[src/rtl/mips_pkg.sv]
// Shared opcode/funct encodings, ALU operation codes and the ID/EX record
// layout for the MIPS decode stage.
package mips_pkg;

  localparam int XLEN       = 32;
  localparam int NUM_REGS   = 32;
  localparam int REG_ADDR_W = 5;

  localparam logic [4:0] REG_RA = 5'd31;

  localparam logic [5:0] OP_RTYPE = 6'h00;
  localparam logic [5:0] OP_J     = 6'h02;
  localparam logic [5:0] OP_JAL   = 6'h03;
  localparam logic [5:0] OP_BEQ   = 6'h04;
  localparam logic [5:0] OP_BNE   = 6'h05;
  localparam logic [5:0] OP_ADDI  = 6'h08;
  localparam logic [5:0] OP_SLTI  = 6'h0A;
  localparam logic [5:0] OP_ANDI  = 6'h0C;
  localparam logic [5:0] OP_ORI   = 6'h0D;
  localparam logic [5:0] OP_LW    = 6'h23;
  localparam logic [5:0] OP_SW    = 6'h2B;

  localparam logic [5:0] FN_ADD = 6'h20;
  localparam logic [5:0] FN_SUB = 6'h22;
  localparam logic [5:0] FN_AND = 6'h24;
  localparam logic [5:0] FN_OR  = 6'h25;
  localparam logic [5:0] FN_NOR = 6'h27;
  localparam logic [5:0] FN_SLT = 6'h2A;

  typedef enum logic [2:0] {
    ALU_ADD = 3'd0,
    ALU_SUB = 3'd1,
    ALU_AND = 3'd2,
    ALU_OR  = 3'd3,
    ALU_SLT = 3'd4,
    ALU_NOR = 3'd5
  } alu_op_e;

  typedef struct packed {
    logic [4:0] write_reg;
    logic       reg_write;
    logic       mem_read;
    logic       mem_write;
    logic       mem_to_reg;
    logic       alu_src;
    logic       link;
    alu_op_e    alu_op;
  } ctrl_t;

  typedef struct packed {
    logic [31:0] pc_next;
    logic [31:0] rs_data;
    logic [31:0] rt_data;
    logic [31:0] imm;
    logic [4:0]  rs;
    logic [4:0]  rt;
    ctrl_t       ctrl;
  } id_ex_t;

  function automatic logic [31:0] ext_imm16(input logic [15:0] imm, input logic zero_ext);
    return zero_ext ? {16'h0000, imm} : {{16{imm[15]}}, imm};
  endfunction

endpackage

[src/rtl/id_stage_if.sv]
// Bundle of every signal the decode stage exchanges with IF, EX/MEM and WB.
// The slave side is the decode stage; the master side is its surroundings.
interface id_stage_if;

  logic [31:0] if_id_pc_next;
  logic [31:0] if_id_instruction;

  logic        wb_reg_write;
  logic [4:0]  wb_write_reg;
  logic [31:0] wb_write_data;

  logic        ex_mem_reg_write;
  logic        ex_mem_mem_read;
  logic [4:0]  ex_mem_write_reg;
  logic [31:0] ex_mem_alu_result;

  logic        stall;
  logic        flush_if;
  logic        jump_taken;
  logic [31:0] pc_jump;
  logic        branch_eq_taken;
  logic        branch_neq_taken;
  logic [31:0] pc_branch;

  logic [31:0] id_ex_pc_next;
  logic [31:0] id_ex_rs_data;
  logic [31:0] id_ex_rt_data;
  logic [31:0] id_ex_imm;
  logic [4:0]  id_ex_rs;
  logic [4:0]  id_ex_rt;
  logic [4:0]  id_ex_write_reg;
  logic        id_ex_reg_write;
  logic        id_ex_mem_read;
  logic        id_ex_mem_write;
  logic        id_ex_mem_to_reg;
  logic        id_ex_alu_src;
  logic        id_ex_link;
  logic [2:0]  id_ex_alu_op;

  modport slave (
    input  if_id_pc_next, if_id_instruction,
    input  wb_reg_write, wb_write_reg, wb_write_data,
    input  ex_mem_reg_write, ex_mem_mem_read, ex_mem_write_reg, ex_mem_alu_result,
    output stall, flush_if, jump_taken, pc_jump,
    output branch_eq_taken, branch_neq_taken, pc_branch,
    output id_ex_pc_next, id_ex_rs_data, id_ex_rt_data, id_ex_imm,
    output id_ex_rs, id_ex_rt, id_ex_write_reg,
    output id_ex_reg_write, id_ex_mem_read, id_ex_mem_write, id_ex_mem_to_reg,
    output id_ex_alu_src, id_ex_link, id_ex_alu_op
  );

  modport master (
    output if_id_pc_next, if_id_instruction,
    output wb_reg_write, wb_write_reg, wb_write_data,
    output ex_mem_reg_write, ex_mem_mem_read, ex_mem_write_reg, ex_mem_alu_result,
    input  stall, flush_if, jump_taken, pc_jump,
    input  branch_eq_taken, branch_neq_taken, pc_branch,
    input  id_ex_pc_next, id_ex_rs_data, id_ex_rt_data, id_ex_imm,
    input  id_ex_rs, id_ex_rt, id_ex_write_reg,
    input  id_ex_reg_write, id_ex_mem_read, id_ex_mem_write, id_ex_mem_to_reg,
    input  id_ex_alu_src, id_ex_link, id_ex_alu_op
  );

endinterface

[src/rtl/reg_file.sv]
// 32x32 register file, two combinational read ports and one write port.
// r0 reads zero; a read of the register being written returns the new data.
module reg_file
  import mips_pkg::*;
(
  input  logic                  i_clk,
  input  logic                  i_rst,
  input  logic                  i_we,
  input  logic [REG_ADDR_W-1:0] i_wa,
  input  logic [XLEN-1:0]       i_wd,
  input  logic [REG_ADDR_W-1:0] i_ra1,
  input  logic [REG_ADDR_W-1:0] i_ra2,
  output logic [XLEN-1:0]       o_rd1,
  output logic [XLEN-1:0]       o_rd2
);

  logic [XLEN-1:0] r_mem [NUM_REGS];

  always_ff @(posedge i_clk or posedge i_rst) begin
    if (i_rst) begin
      for (int i = 0; i < NUM_REGS; i++) r_mem[i] <= '0;
    end else if (i_we && (i_wa != '0)) begin
      r_mem[i_wa] <= i_wd;
    end
  end

  function automatic logic [XLEN-1:0] read_port(input logic [REG_ADDR_W-1:0] addr);
    if (addr == '0)                 return '0;
    else if (i_we && (i_wa == addr)) return i_wd;
    else                            return r_mem[addr];
  endfunction

  always_comb begin
    o_rd1 = read_port(i_ra1);
    o_rd2 = read_port(i_ra2);
  end

endmodule

[src/rtl/id_stage.sv]
// Decode stage: instruction decode, register read, ID-resolved branches and
// jumps, hazard detection and the ID/EX pipeline register.
module id_stage (
  input  logic      clk,
  input  logic      rst,
  id_stage_if.slave bus
);
  import mips_pkg::*;

  logic [5:0]  w_opcode;
  logic [5:0]  w_funct;
  logic [4:0]  w_rs;
  logic [4:0]  w_rt;
  logic [4:0]  w_rd;
  logic [15:0] w_imm16;

  assign w_opcode = bus.if_id_instruction[31:26];
  assign w_rs     = bus.if_id_instruction[25:21];
  assign w_rt     = bus.if_id_instruction[20:16];
  assign w_rd     = bus.if_id_instruction[15:11];
  assign w_imm16  = bus.if_id_instruction[15:0];
  assign w_funct  = bus.if_id_instruction[5:0];

  ctrl_t w_ctrl;
  logic  w_is_beq;
  logic  w_is_bne;
  logic  w_is_jump;
  logic  w_rt_src;
  logic  w_zero_ext;

  always_comb begin
    w_ctrl     = '0;
    w_is_beq   = 1'b0;
    w_is_bne   = 1'b0;
    w_is_jump  = 1'b0;
    w_rt_src   = 1'b0;
    w_zero_ext = 1'b0;
    case (w_opcode)
      OP_RTYPE: begin
        w_rt_src         = 1'b1;
        w_ctrl.reg_write = 1'b1;
        w_ctrl.write_reg = w_rd;
        case (w_funct)
          FN_ADD:  w_ctrl.alu_op = ALU_ADD;
          FN_SUB:  w_ctrl.alu_op = ALU_SUB;
          FN_AND:  w_ctrl.alu_op = ALU_AND;
          FN_OR:   w_ctrl.alu_op = ALU_OR;
          FN_SLT:  w_ctrl.alu_op = ALU_SLT;
          FN_NOR:  w_ctrl.alu_op = ALU_NOR;
          default: w_ctrl = '0;
        endcase
      end
      OP_ADDI, OP_SLTI, OP_ANDI, OP_ORI: begin
        w_ctrl.reg_write = 1'b1;
        w_ctrl.alu_src   = 1'b1;
        w_ctrl.write_reg = w_rt;
        case (w_opcode)
          OP_SLTI: w_ctrl.alu_op = ALU_SLT;
          OP_ANDI: w_ctrl.alu_op = ALU_AND;
          OP_ORI:  w_ctrl.alu_op = ALU_OR;
          default: w_ctrl.alu_op = ALU_ADD;
        endcase
        w_zero_ext = (w_opcode == OP_ANDI) || (w_opcode == OP_ORI);
      end
      OP_LW: begin
        w_ctrl.reg_write  = 1'b1;
        w_ctrl.mem_read   = 1'b1;
        w_ctrl.mem_to_reg = 1'b1;
        w_ctrl.alu_src    = 1'b1;
        w_ctrl.write_reg  = w_rt;
      end
      OP_SW: begin
        w_ctrl.mem_write = 1'b1;
        w_ctrl.alu_src   = 1'b1;
        w_rt_src         = 1'b1;
      end
      OP_BEQ: begin
        w_is_beq      = 1'b1;
        w_rt_src      = 1'b1;
        w_ctrl.alu_op = ALU_SUB;
      end
      OP_BNE: begin
        w_is_bne      = 1'b1;
        w_rt_src      = 1'b1;
        w_ctrl.alu_op = ALU_SUB;
      end
      OP_J: w_is_jump = 1'b1;
      OP_JAL: begin
        w_is_jump        = 1'b1;
        w_ctrl.reg_write = 1'b1;
        w_ctrl.link      = 1'b1;
        w_ctrl.write_reg = REG_RA;
      end
      default: ;
    endcase
  end

  logic [31:0] w_rf_rs;
  logic [31:0] w_rf_rt;

  reg_file u_reg_file (
    .i_clk (clk),
    .i_rst (rst),
    .i_we  (bus.wb_reg_write),
    .i_wa  (bus.wb_write_reg),
    .i_wd  (bus.wb_write_data),
    .i_ra1 (w_rs),
    .i_ra2 (w_rt),
    .o_rd1 (w_rf_rs),
    .o_rd2 (w_rf_rt)
  );

  // Branch operands may come from an ALU result sitting in EX/MEM; loads there are not ready.
  logic        w_fwd_rs;
  logic        w_fwd_rt;
  logic [31:0] w_br_a;
  logic [31:0] w_br_b;

  assign w_fwd_rs = bus.ex_mem_reg_write && !bus.ex_mem_mem_read &&
                    (bus.ex_mem_write_reg != 5'd0) && (bus.ex_mem_write_reg == w_rs);
  assign w_fwd_rt = bus.ex_mem_reg_write && !bus.ex_mem_mem_read &&
                    (bus.ex_mem_write_reg != 5'd0) && (bus.ex_mem_write_reg == w_rt);
  assign w_br_a   = w_fwd_rs ? bus.ex_mem_alu_result : w_rf_rs;
  assign w_br_b   = w_fwd_rt ? bus.ex_mem_alu_result : w_rf_rt;

  id_ex_t r_id_ex;
  id_ex_t w_id_ex_d;
  logic   w_is_branch;
  logic   w_lu_hazard;
  logic   w_br_alu_hazard;
  logic   w_br_load_hazard;
  logic   w_stall;

  assign w_is_branch = w_is_beq || w_is_bne;

  assign w_lu_hazard = r_id_ex.ctrl.mem_read && (r_id_ex.rt != 5'd0) &&
                       ((r_id_ex.rt == w_rs) || (w_rt_src && (r_id_ex.rt == w_rt)));

  assign w_br_alu_hazard = w_is_branch && r_id_ex.ctrl.reg_write &&
                           (r_id_ex.ctrl.write_reg != 5'd0) &&
                           ((r_id_ex.ctrl.write_reg == w_rs) || (r_id_ex.ctrl.write_reg == w_rt));

  assign w_br_load_hazard = w_is_branch && bus.ex_mem_mem_read &&
                            (bus.ex_mem_write_reg != 5'd0) &&
                            ((bus.ex_mem_write_reg == w_rs) || (bus.ex_mem_write_reg == w_rt));

  assign w_stall = w_lu_hazard || w_br_alu_hazard || w_br_load_hazard;

  assign bus.stall            = w_stall;
  assign bus.branch_eq_taken  = w_is_beq && (w_br_a == w_br_b) && !w_stall;
  assign bus.branch_neq_taken = w_is_bne && (w_br_a != w_br_b) && !w_stall;
  assign bus.jump_taken       = w_is_jump && !w_stall;
  assign bus.flush_if         = bus.branch_eq_taken || bus.branch_neq_taken || bus.jump_taken;
  assign bus.pc_branch        = bus.if_id_pc_next + {{14{w_imm16[15]}}, w_imm16, 2'b00};
  assign bus.pc_jump          = {bus.if_id_pc_next[31:28], bus.if_id_instruction[25:0], 2'b00};

  always_comb begin
    w_id_ex_d         = '0;
    w_id_ex_d.pc_next = bus.if_id_pc_next;
    w_id_ex_d.rs_data = w_rf_rs;
    w_id_ex_d.rt_data = w_rf_rt;
    w_id_ex_d.imm     = ext_imm16(w_imm16, w_zero_ext);
    w_id_ex_d.rs      = w_rs;
    w_id_ex_d.rt      = w_rt;
    w_id_ex_d.ctrl    = w_ctrl;
  end

  // ID/EX boundary: a stall inserts an all-zero bubble.
  always_ff @(posedge clk or posedge rst) begin
    if (rst)          r_id_ex <= '0;
    else if (w_stall) r_id_ex <= '0;
    else              r_id_ex <= w_id_ex_d;
  end

  assign bus.id_ex_pc_next    = r_id_ex.pc_next;
  assign bus.id_ex_rs_data    = r_id_ex.rs_data;
  assign bus.id_ex_rt_data    = r_id_ex.rt_data;
  assign bus.id_ex_imm        = r_id_ex.imm;
  assign bus.id_ex_rs         = r_id_ex.rs;
  assign bus.id_ex_rt         = r_id_ex.rt;
  assign bus.id_ex_write_reg  = r_id_ex.ctrl.write_reg;
  assign bus.id_ex_reg_write  = r_id_ex.ctrl.reg_write;
  assign bus.id_ex_mem_read   = r_id_ex.ctrl.mem_read;
  assign bus.id_ex_mem_write  = r_id_ex.ctrl.mem_write;
  assign bus.id_ex_mem_to_reg = r_id_ex.ctrl.mem_to_reg;
  assign bus.id_ex_alu_src    = r_id_ex.ctrl.alu_src;
  assign bus.id_ex_link       = r_id_ex.ctrl.link;
  assign bus.id_ex_alu_op     = r_id_ex.ctrl.alu_op;

endmodule

[src/flat_wrapper.sv]
// flat-port wrapper written by rule: the top's interface ports become plain ports
module id_stage_flat import mips_pkg::*;
  (clk, rst, bus_if_id_pc_next, bus_if_id_instruction, bus_wb_reg_write, bus_wb_write_reg, bus_wb_write_data, bus_ex_mem_reg_write, bus_ex_mem_mem_read, bus_ex_mem_write_reg, bus_ex_mem_alu_result, bus_stall, bus_flush_if, bus_jump_taken, bus_pc_jump, bus_branch_eq_taken, bus_branch_neq_taken, bus_pc_branch, bus_id_ex_pc_next, bus_id_ex_rs_data, bus_id_ex_rt_data, bus_id_ex_imm, bus_id_ex_rs, bus_id_ex_rt, bus_id_ex_write_reg, bus_id_ex_reg_write, bus_id_ex_mem_read, bus_id_ex_mem_write, bus_id_ex_mem_to_reg, bus_id_ex_alu_src, bus_id_ex_link, bus_id_ex_alu_op);
  id_stage_if bus_i ();
  input  logic clk;
  input  logic rst;
  input wire logic [$bits(bus_i.if_id_pc_next)-1:0] bus_if_id_pc_next;
  input wire logic [$bits(bus_i.if_id_instruction)-1:0] bus_if_id_instruction;
  input wire logic [$bits(bus_i.wb_reg_write)-1:0] bus_wb_reg_write;
  input wire logic [$bits(bus_i.wb_write_reg)-1:0] bus_wb_write_reg;
  input wire logic [$bits(bus_i.wb_write_data)-1:0] bus_wb_write_data;
  input wire logic [$bits(bus_i.ex_mem_reg_write)-1:0] bus_ex_mem_reg_write;
  input wire logic [$bits(bus_i.ex_mem_mem_read)-1:0] bus_ex_mem_mem_read;
  input wire logic [$bits(bus_i.ex_mem_write_reg)-1:0] bus_ex_mem_write_reg;
  input wire logic [$bits(bus_i.ex_mem_alu_result)-1:0] bus_ex_mem_alu_result;
  output wire logic [$bits(bus_i.stall)-1:0] bus_stall;
  output wire logic [$bits(bus_i.flush_if)-1:0] bus_flush_if;
  output wire logic [$bits(bus_i.jump_taken)-1:0] bus_jump_taken;
  output wire logic [$bits(bus_i.pc_jump)-1:0] bus_pc_jump;
  output wire logic [$bits(bus_i.branch_eq_taken)-1:0] bus_branch_eq_taken;
  output wire logic [$bits(bus_i.branch_neq_taken)-1:0] bus_branch_neq_taken;
  output wire logic [$bits(bus_i.pc_branch)-1:0] bus_pc_branch;
  output wire logic [$bits(bus_i.id_ex_pc_next)-1:0] bus_id_ex_pc_next;
  output wire logic [$bits(bus_i.id_ex_rs_data)-1:0] bus_id_ex_rs_data;
  output wire logic [$bits(bus_i.id_ex_rt_data)-1:0] bus_id_ex_rt_data;
  output wire logic [$bits(bus_i.id_ex_imm)-1:0] bus_id_ex_imm;
  output wire logic [$bits(bus_i.id_ex_rs)-1:0] bus_id_ex_rs;
  output wire logic [$bits(bus_i.id_ex_rt)-1:0] bus_id_ex_rt;
  output wire logic [$bits(bus_i.id_ex_write_reg)-1:0] bus_id_ex_write_reg;
  output wire logic [$bits(bus_i.id_ex_reg_write)-1:0] bus_id_ex_reg_write;
  output wire logic [$bits(bus_i.id_ex_mem_read)-1:0] bus_id_ex_mem_read;
  output wire logic [$bits(bus_i.id_ex_mem_write)-1:0] bus_id_ex_mem_write;
  output wire logic [$bits(bus_i.id_ex_mem_to_reg)-1:0] bus_id_ex_mem_to_reg;
  output wire logic [$bits(bus_i.id_ex_alu_src)-1:0] bus_id_ex_alu_src;
  output wire logic [$bits(bus_i.id_ex_link)-1:0] bus_id_ex_link;
  output wire logic [$bits(bus_i.id_ex_alu_op)-1:0] bus_id_ex_alu_op;
  assign bus_i.if_id_pc_next = bus_if_id_pc_next;
  assign bus_i.if_id_instruction = bus_if_id_instruction;
  assign bus_i.wb_reg_write = bus_wb_reg_write;
  assign bus_i.wb_write_reg = bus_wb_write_reg;
  assign bus_i.wb_write_data = bus_wb_write_data;
  assign bus_i.ex_mem_reg_write = bus_ex_mem_reg_write;
  assign bus_i.ex_mem_mem_read = bus_ex_mem_mem_read;
  assign bus_i.ex_mem_write_reg = bus_ex_mem_write_reg;
  assign bus_i.ex_mem_alu_result = bus_ex_mem_alu_result;
  assign bus_stall = bus_i.stall;
  assign bus_flush_if = bus_i.flush_if;
  assign bus_jump_taken = bus_i.jump_taken;
  assign bus_pc_jump = bus_i.pc_jump;
  assign bus_branch_eq_taken = bus_i.branch_eq_taken;
  assign bus_branch_neq_taken = bus_i.branch_neq_taken;
  assign bus_pc_branch = bus_i.pc_branch;
  assign bus_id_ex_pc_next = bus_i.id_ex_pc_next;
  assign bus_id_ex_rs_data = bus_i.id_ex_rs_data;
  assign bus_id_ex_rt_data = bus_i.id_ex_rt_data;
  assign bus_id_ex_imm = bus_i.id_ex_imm;
  assign bus_id_ex_rs = bus_i.id_ex_rs;
  assign bus_id_ex_rt = bus_i.id_ex_rt;
  assign bus_id_ex_write_reg = bus_i.id_ex_write_reg;
  assign bus_id_ex_reg_write = bus_i.id_ex_reg_write;
  assign bus_id_ex_mem_read = bus_i.id_ex_mem_read;
  assign bus_id_ex_mem_write = bus_i.id_ex_mem_write;
  assign bus_id_ex_mem_to_reg = bus_i.id_ex_mem_to_reg;
  assign bus_id_ex_alu_src = bus_i.id_ex_alu_src;
  assign bus_id_ex_link = bus_i.id_ex_link;
  assign bus_id_ex_alu_op = bus_i.id_ex_alu_op;
  id_stage u_core (.clk(clk), .rst(rst), .bus(bus_i));
endmodule
[config.mk]
export PLATFORM = sky130hd
export DESIGN_NAME = id_stage_flat
export DESIGN_NICKNAME = d
export VERILOG_FILES = /design/src/rtl/mips_pkg.sv /design/src/rtl/id_stage_if.sv /design/src/rtl/reg_file.sv /design/src/rtl/id_stage.sv /design/src/flat_wrapper.sv
export SDC_FILE = /design/constraint.sdc
export NUM_CORES = 2
export LEC_CHECK = 0
export BUFFER_PORTS_ARGS = -buffer_cell sky130_fd_sc_hd__buf_2
export CORE_AREA = 10 10 343 345
export DETAILED_ROUTE_END_ITERATION = 12
export DIE_AREA = 0 0 353 355
export GPL_ROUTABILITY_DRIVEN = 0
export PLACE_DENSITY_LB_ADDON = 0.05
export SLEW_MARGIN = 20
export SYNTH_ARGS = -nofsm -noshare
export SYNTH_HDL_FRONTEND = slang
export SYNTH_SLANG_ARGS = --single-unit
[constraint.sdc]
create_clock -name clk -period 39.1 [get_ports clk]
set_input_delay 0 -clock clk [delete_from_list [all_inputs] [get_ports clk]]
set_output_delay 0 -clock clk [all_outputs]
set_load 0.05 [all_outputs]
After elaboration in Yosys (flattened, before gate mapping) --
Index checks and enable logic that the tools add are counted.
Storage, ports and cells: input port bits 143, logic and storage cells 159, register bits 1176, output and inout port bits 221
Operators by class: $add $sub $neg 1, multiplexer cells 32, magnitude comparators 4, equal/unequal tests 26, reductions and logical operators 47, bitwise gates (word level) 3
Operators with widths (count):
- bitwise mux 1024 bit | 1
- two-way mux 32 bit | 12
- binary-select mux 32 bit (select 5 bit) | 2
- demux 32 bit (select 5 bit) | 1
- two-way mux 152 bit | 1
- equality test 6 bit (second input constant) | 8
- equality test 5 bit | 8
- adder 32 bit | 1
- equality test 32 bit | 1
- inequality test 32 bit | 1
- equality test 6 x 4 -> 1 bit (second input constant) | 4
- logical AND 1 bit | 22
- nonzero test 5 bit | 4
- >= comparator 6 bit (second input constant) | 3
- inverter 5 -> 6 bit | 3
- one-hot mux 3 bit (3 select lines) | 2
- one-hot mux 6 bit (3 select lines) | 1
- one-hot mux 3 bit (5 select lines) | 1
- equality test 6 x 2 -> 1 bit (second input constant) | 2
- equality test 6 x 3 -> 1 bit (second input constant) | 2
- OR reduction 6 bit | 2
- two-way mux 11 bit | 1
- zero test 5 bit | 2
- one-hot mux 1 bit (2 select lines) | 5
- other kinds (8) | 23

Depth between registers and ports, before layout --
word-level depth 12, depth in mapped cells 18, gate-level depth less buffers 15

Hierarchy --
From an unflattened synthesis, not the netlist that was laid out.
Unflattened totals: cell total of the unflattened synthesis 4790, area, all modules 63953.8 um2
Modules (own cells, without submodules):
- reg_file | area an instance 55225.5 um2, cells an instance 3898, seq. area each 25624.6 um2, times used 1
- id_stage | area an instance 8728.4 um2, cells an instance 892, seq. area each 3403.3 um2, times used 1

Worst setup path after synthesis --
OpenSTA, ideal clock, no wires.
path kind input-to-output, start point input bus_if_id_instruction[1], end point output bus_pc_branch[31], cell stages on the path 13, data required time 39.100 ns, path buffers 0, setup slack 34.218 ns, arrival 4.882 ns, path through ha_1 -> a21o_1 -> a21oi_1 -> o21ai_0 -> a21oi_1 -> o21bai_1 -> a21o_1 -> a211oi_1 -> o21ai_0 -> a211oi_1 -> o21ai_0 -> mux2i_1 -> a2111oi_0
On the way: cells in the longest elaborated chain, start to end 1
RTL lines:
- from (decl) | RTL line flat_wrapper.sv:8 | input wire logic [$bits(bus_i.if_id_instruction)-1:0] bus_if_id_instruction;
- adder 32 bit | RTL line id_stage.sv:154 | assign bus.pc_branch = bus.if_id_pc_next + {{14{w_imm16[15]}}, w_imm16, 2'b00};
- to (decl) | RTL line flat_wrapper.sv:22 | output wire logic [$bits(bus_i.pc_branch)-1:0] bus_pc_branch;
Every way passes these cells.

Worst setup path after layout --
start point input bus_if_id_instruction[17], end point output bus_flush_if
On the way: cells in the longest elaborated chain, start to end 12, elaborated cells between the ends (all ways) 33, classes of those cells eq/ne: 6; mux: 6; bitwise: 1; reduce/logical: 20
RTL lines:
- inverter 5 -> 6 bit (not written as such) | RTL line reg_file.sv:30 | else return r_mem[addr];
- binary-select mux 32 bit (select 5 bit) | RTL line reg_file.sv:30
- two-way mux 32 bit (not written as such) (2 in a row) | RTL line reg_file.sv:30
- two-way mux 32 bit | RTL line reg_file.sv:29 | else if (i_we && (i_wa == addr)) return i_wd;
- two-way mux 32 bit | RTL line reg_file.sv:28 | if (addr == '0) return '0;
- two-way mux 32 bit | RTL line id_stage.sv:124 | assign w_br_b = w_fwd_rt ? bus.ex_mem_alu_result : w_rf_rt;
- equality test 32 bit or inequality test 32 bit (tied branches) | RTL line id_stage.sv:150, id_stage.sv:151
- logical AND 1 bit, on equally long branches (2 in a row) | RTL line id_stage.sv:150, id_stage.sv:151
- logical OR 1 bit | RTL line id_stage.sv:153 | assign bus.flush_if = bus.branch_eq_taken || bus.branch_neq_taken || bus.jump_taken;
- logical OR 1 bit (*) | RTL line id_stage.sv:153
- to (decl) | RTL line flat_wrapper.sv:17 | output wire logic [$bits(bus_i.flush_if)-1:0] bus_flush_if;
Every way passes the cells marked *; elsewhere a longest branch is shown, timed or not. The select of a mux whose other input is x is not followed.

==> impl_metrics.csv <==
group,metric,value,unit
floorplanning,rows,122,
critical_path,critPathLaunchType,"input port",
run,drv_cap,0,
worst_hold_path,hold_depth,3,
floorplanning,die_y,355,µm
synthesis,synth_enable_flop_cells,0,
cts,root_buffer,"clkbuf_16",
finish,drive_gt1_frac,0.453,
power,power.share.clock,0.339,
timing,tightest_slew,1310,ps
worst_hold_path,hold_path.class,"input port to flop",
floorplanning,dieArea,0.125,mm²
timing,skew,20.1,ps
timing,maxSlewHeadroom,0.125,
critical_path,cp_max_fo,51,
route,drtAntennaViolNets,0,
synthesis,syn_inst,4582,
route,drc,0,
global_route,grt_util_all_layers,0.360,
synthesis,ys_types,88,
timing,finalCritPeriodShare,0.186,
timing,period_minus_slack,7270,ps
synthesis,postSynth.asyncResetShare,1.00,
power,p_sw,1.13,mW
timing,worst_hold_slack,24.0,ps
synthesis,synth_flop_cell,"dfrtp_1",
route,vias,45800,
critical_path,cp.required,39100,ps
power,seqPwrFrac,0.422,
critical_path,critPathKind,"input port to output port",
timing,fin_tns_setup,0,ps
cts,clockBufferDepth,3,
synthesis,syn_avg_cell_area,13.9,µm²
synthesis,syn_area,0.0639,mm²
finish,final_cells,6383,
cts,cts_resized,0,
synthesis,ys_warn_count,0,
route,drt-total-wl,229000,µm
finish,layout_commonest_cell,"dfrtp_1",
timing,fmax,137,MHz
route,drtIter0Drc,5960,
route,via_per_inst,7.17,
cts,clock_latency,760,ps
route,wl_per_cell,35.9,µm
critical_path,arrival,7270,ps
synthesis,synth_top_area_frac,0.454,
synthesis,yosys.area.top_type,"dfrtp_1",
critical_path,worstRegToRegCells,8,
cts,clock_sinks,1160,
finish,regMostFlops,"u_core.u_reg_file.r_mem",
global_route,grt_overflow,0,
outcome,outcome,"finished, final reports clean",
floorplanning,die_w,353,µm
power,internal-power,2.60,mW
synthesis,synth-seq-cells,1160,
critical_path,crit_path_end_kind,"output port",
synthesis,yosysSeqAreaShare,0.454,
floorplanning,num_io_pins,364,
power,swShare,0.304,
power,ir_drop,0.0000448,V
power,p_leak,31.6,nW
route,drt_pass1_iterations,6,
placed_design,hpwl,139000,µm
power,powerDensity,52.1,mW/mm²
global_route,grt_max_degree,160,
power,combPwrFrac,0.239,
cts,cts_tree,"built",
timing,drv_slew,0,
cts,htreeDepth,4,
timing,setup_viol_count_final,0,
floorplanning,fp.coreArea,0.110,mm²
synthesis,synth_area_leaders,"dfrtp_1, mux2_2, mux4_2",
placed_design,io_buffers,361,
cts,clk_pin_slew,60,ps
global_route,antenna_found_initial,16,
finish,fillers,8363,
finish,largest_reg_flops,1024,
placed_design,dp_cells,6032,
finish,final_cell_mix,"dfrtp_1, mux2_2, mux4_2",
power,power,3.73,mW
finish,area_growth,12.0,%
timing,rsz0062_at_grt,"false",
cts,cts_buffers,131,
timing,hold_viol,0,
finish,layout.nets,4962,
global_route,grt_pass1_wl,331000,µm
floorplanning,initial_core_util,0.579,
global_route,grt_pass1_vias,46000,
## repair_timing
item | CTS | global route
hold endpoints to repair | 1183 | 0
hold buffers | 111 | 0
setup buffers | 0 | 0
## Yosys cell counts (30+ instances only)
library cell	number
xnor2_1	51
o22ai_1	96
buf_4	79
a22oi_1	92
buf_1	67
a21oi_1	98
dfrtp_1	1160
o21ai_0	57
mux4_1	75
nor3_1	46
xor2_1	41
nor2_1	156
nand3_1	30
buf_2	64
and2_1	72
clkbuf_1	266
nand2_1	106
mux2i_1	104
a211oi_1	30
mux2_2	1031
mux4_2	418
## logic make-up (layout without fill, tap and decap cells)
| family | count (synthesis) | in the layout | share of synthesized area |
|---|---|---|---|
| other cells | 1 | 8 | 0.0000587 |
| compound gates | 567 | 567 | 0.0619 |
| mux | 1628 | 1628 | 0.376 |
| xor+xnor | 92 | 92 | 0.0126 |
| simple gates | 557 | 557 | 0.0441 |
| fa+ha+maj | 30 | 30 | 0.00599 |
| buf+inv | 547 | 853 | 0.0446 |
| flops | 1160 | 1160 | 0.454 |
## per-layer routing
layer  up-vias  track usage  wire length, µm
met2      3026        0.534           101000
met3       606        0.123            28300
met1     24200        0.483            89400
li1      18000            -                -
met5         -            0              100
met4        14        0.155            10800
## through the flow
step                utilization  instance area, µm²  worst slack (ps)
finish                    0.648               71500             31830
global route              0.648               71500             31930
CTS                       0.648               71500             32440
detailed placement        0.598               66000             32480
global placement          0.598               66000             32260
floorplan                     -               63900              6430
## final timing paths
kind	startpoint	endpoint	slack [ps]
min in group asynchronous	rst	u_core.bus.id_ex_rt_data[25]$_DFF_PP0_	620
setup reg to reg	u_core.bus.id_ex_write_reg[0]$_DFF_PP0_	u_core.bus.id_ex_rt_data[1]$_DFF_PP0_	34010
max in group asynchronous	rst	u_core.u_reg_file.r_mem[982]$_DFFE_PP0P_	35000
hold reg to reg	u_core.u_reg_file.r_mem[999]$_DFFE_PP0P_	u_core.u_reg_file.r_mem[999]$_DFFE_PP0P_	390
hold / removal	bus_if_id_pc_next[5]	u_core.bus.id_ex_pc_next[5]$_DFF_PP0_	20
setup / recovery	bus_if_id_instruction[17]	bus_flush_if	31830
## worst max-delay path, cell delays in order
cell and delay [ps]:
dlygate4sd3_1 580, buf_8 380, buf_4 640, buf_4 770, xor2_1 210, nor3_1 110, and3_2 210, buf_4 280
nor2_2 920, a221oi_1 370, a2111oi_0 1160, o2111ai_1 280, nor4_2 450, a21oi_1 160, or3_1 360, buf_2 220
## power by group through the flow
stage	combinational, mW	sequential, mW	clock [mW]
after floorplan	0.614	1.60	0
after global placement	0.858	1.57	0
after detailed placement	0.872	1.59	0
after CTS	0.884	1.57	1.27
after global routing	0.941	1.60	1.32
final	0.892	1.58	1.26
## final cells by class
type                    instances  area (µm²)  area share
flip-flops and latches       1160       29000       0.406
repair buffers                590        3920      0.0547
multi-input cells            2876       32300       0.451
clock buffers                 190        3850      0.0539
clock inverters                43         494     0.00691
diodes                          6        15.0    0.000210
inverters                      30         120     0.00168
well taps                    1488        1860      0.0260
(Power assumes the default switching activity.)
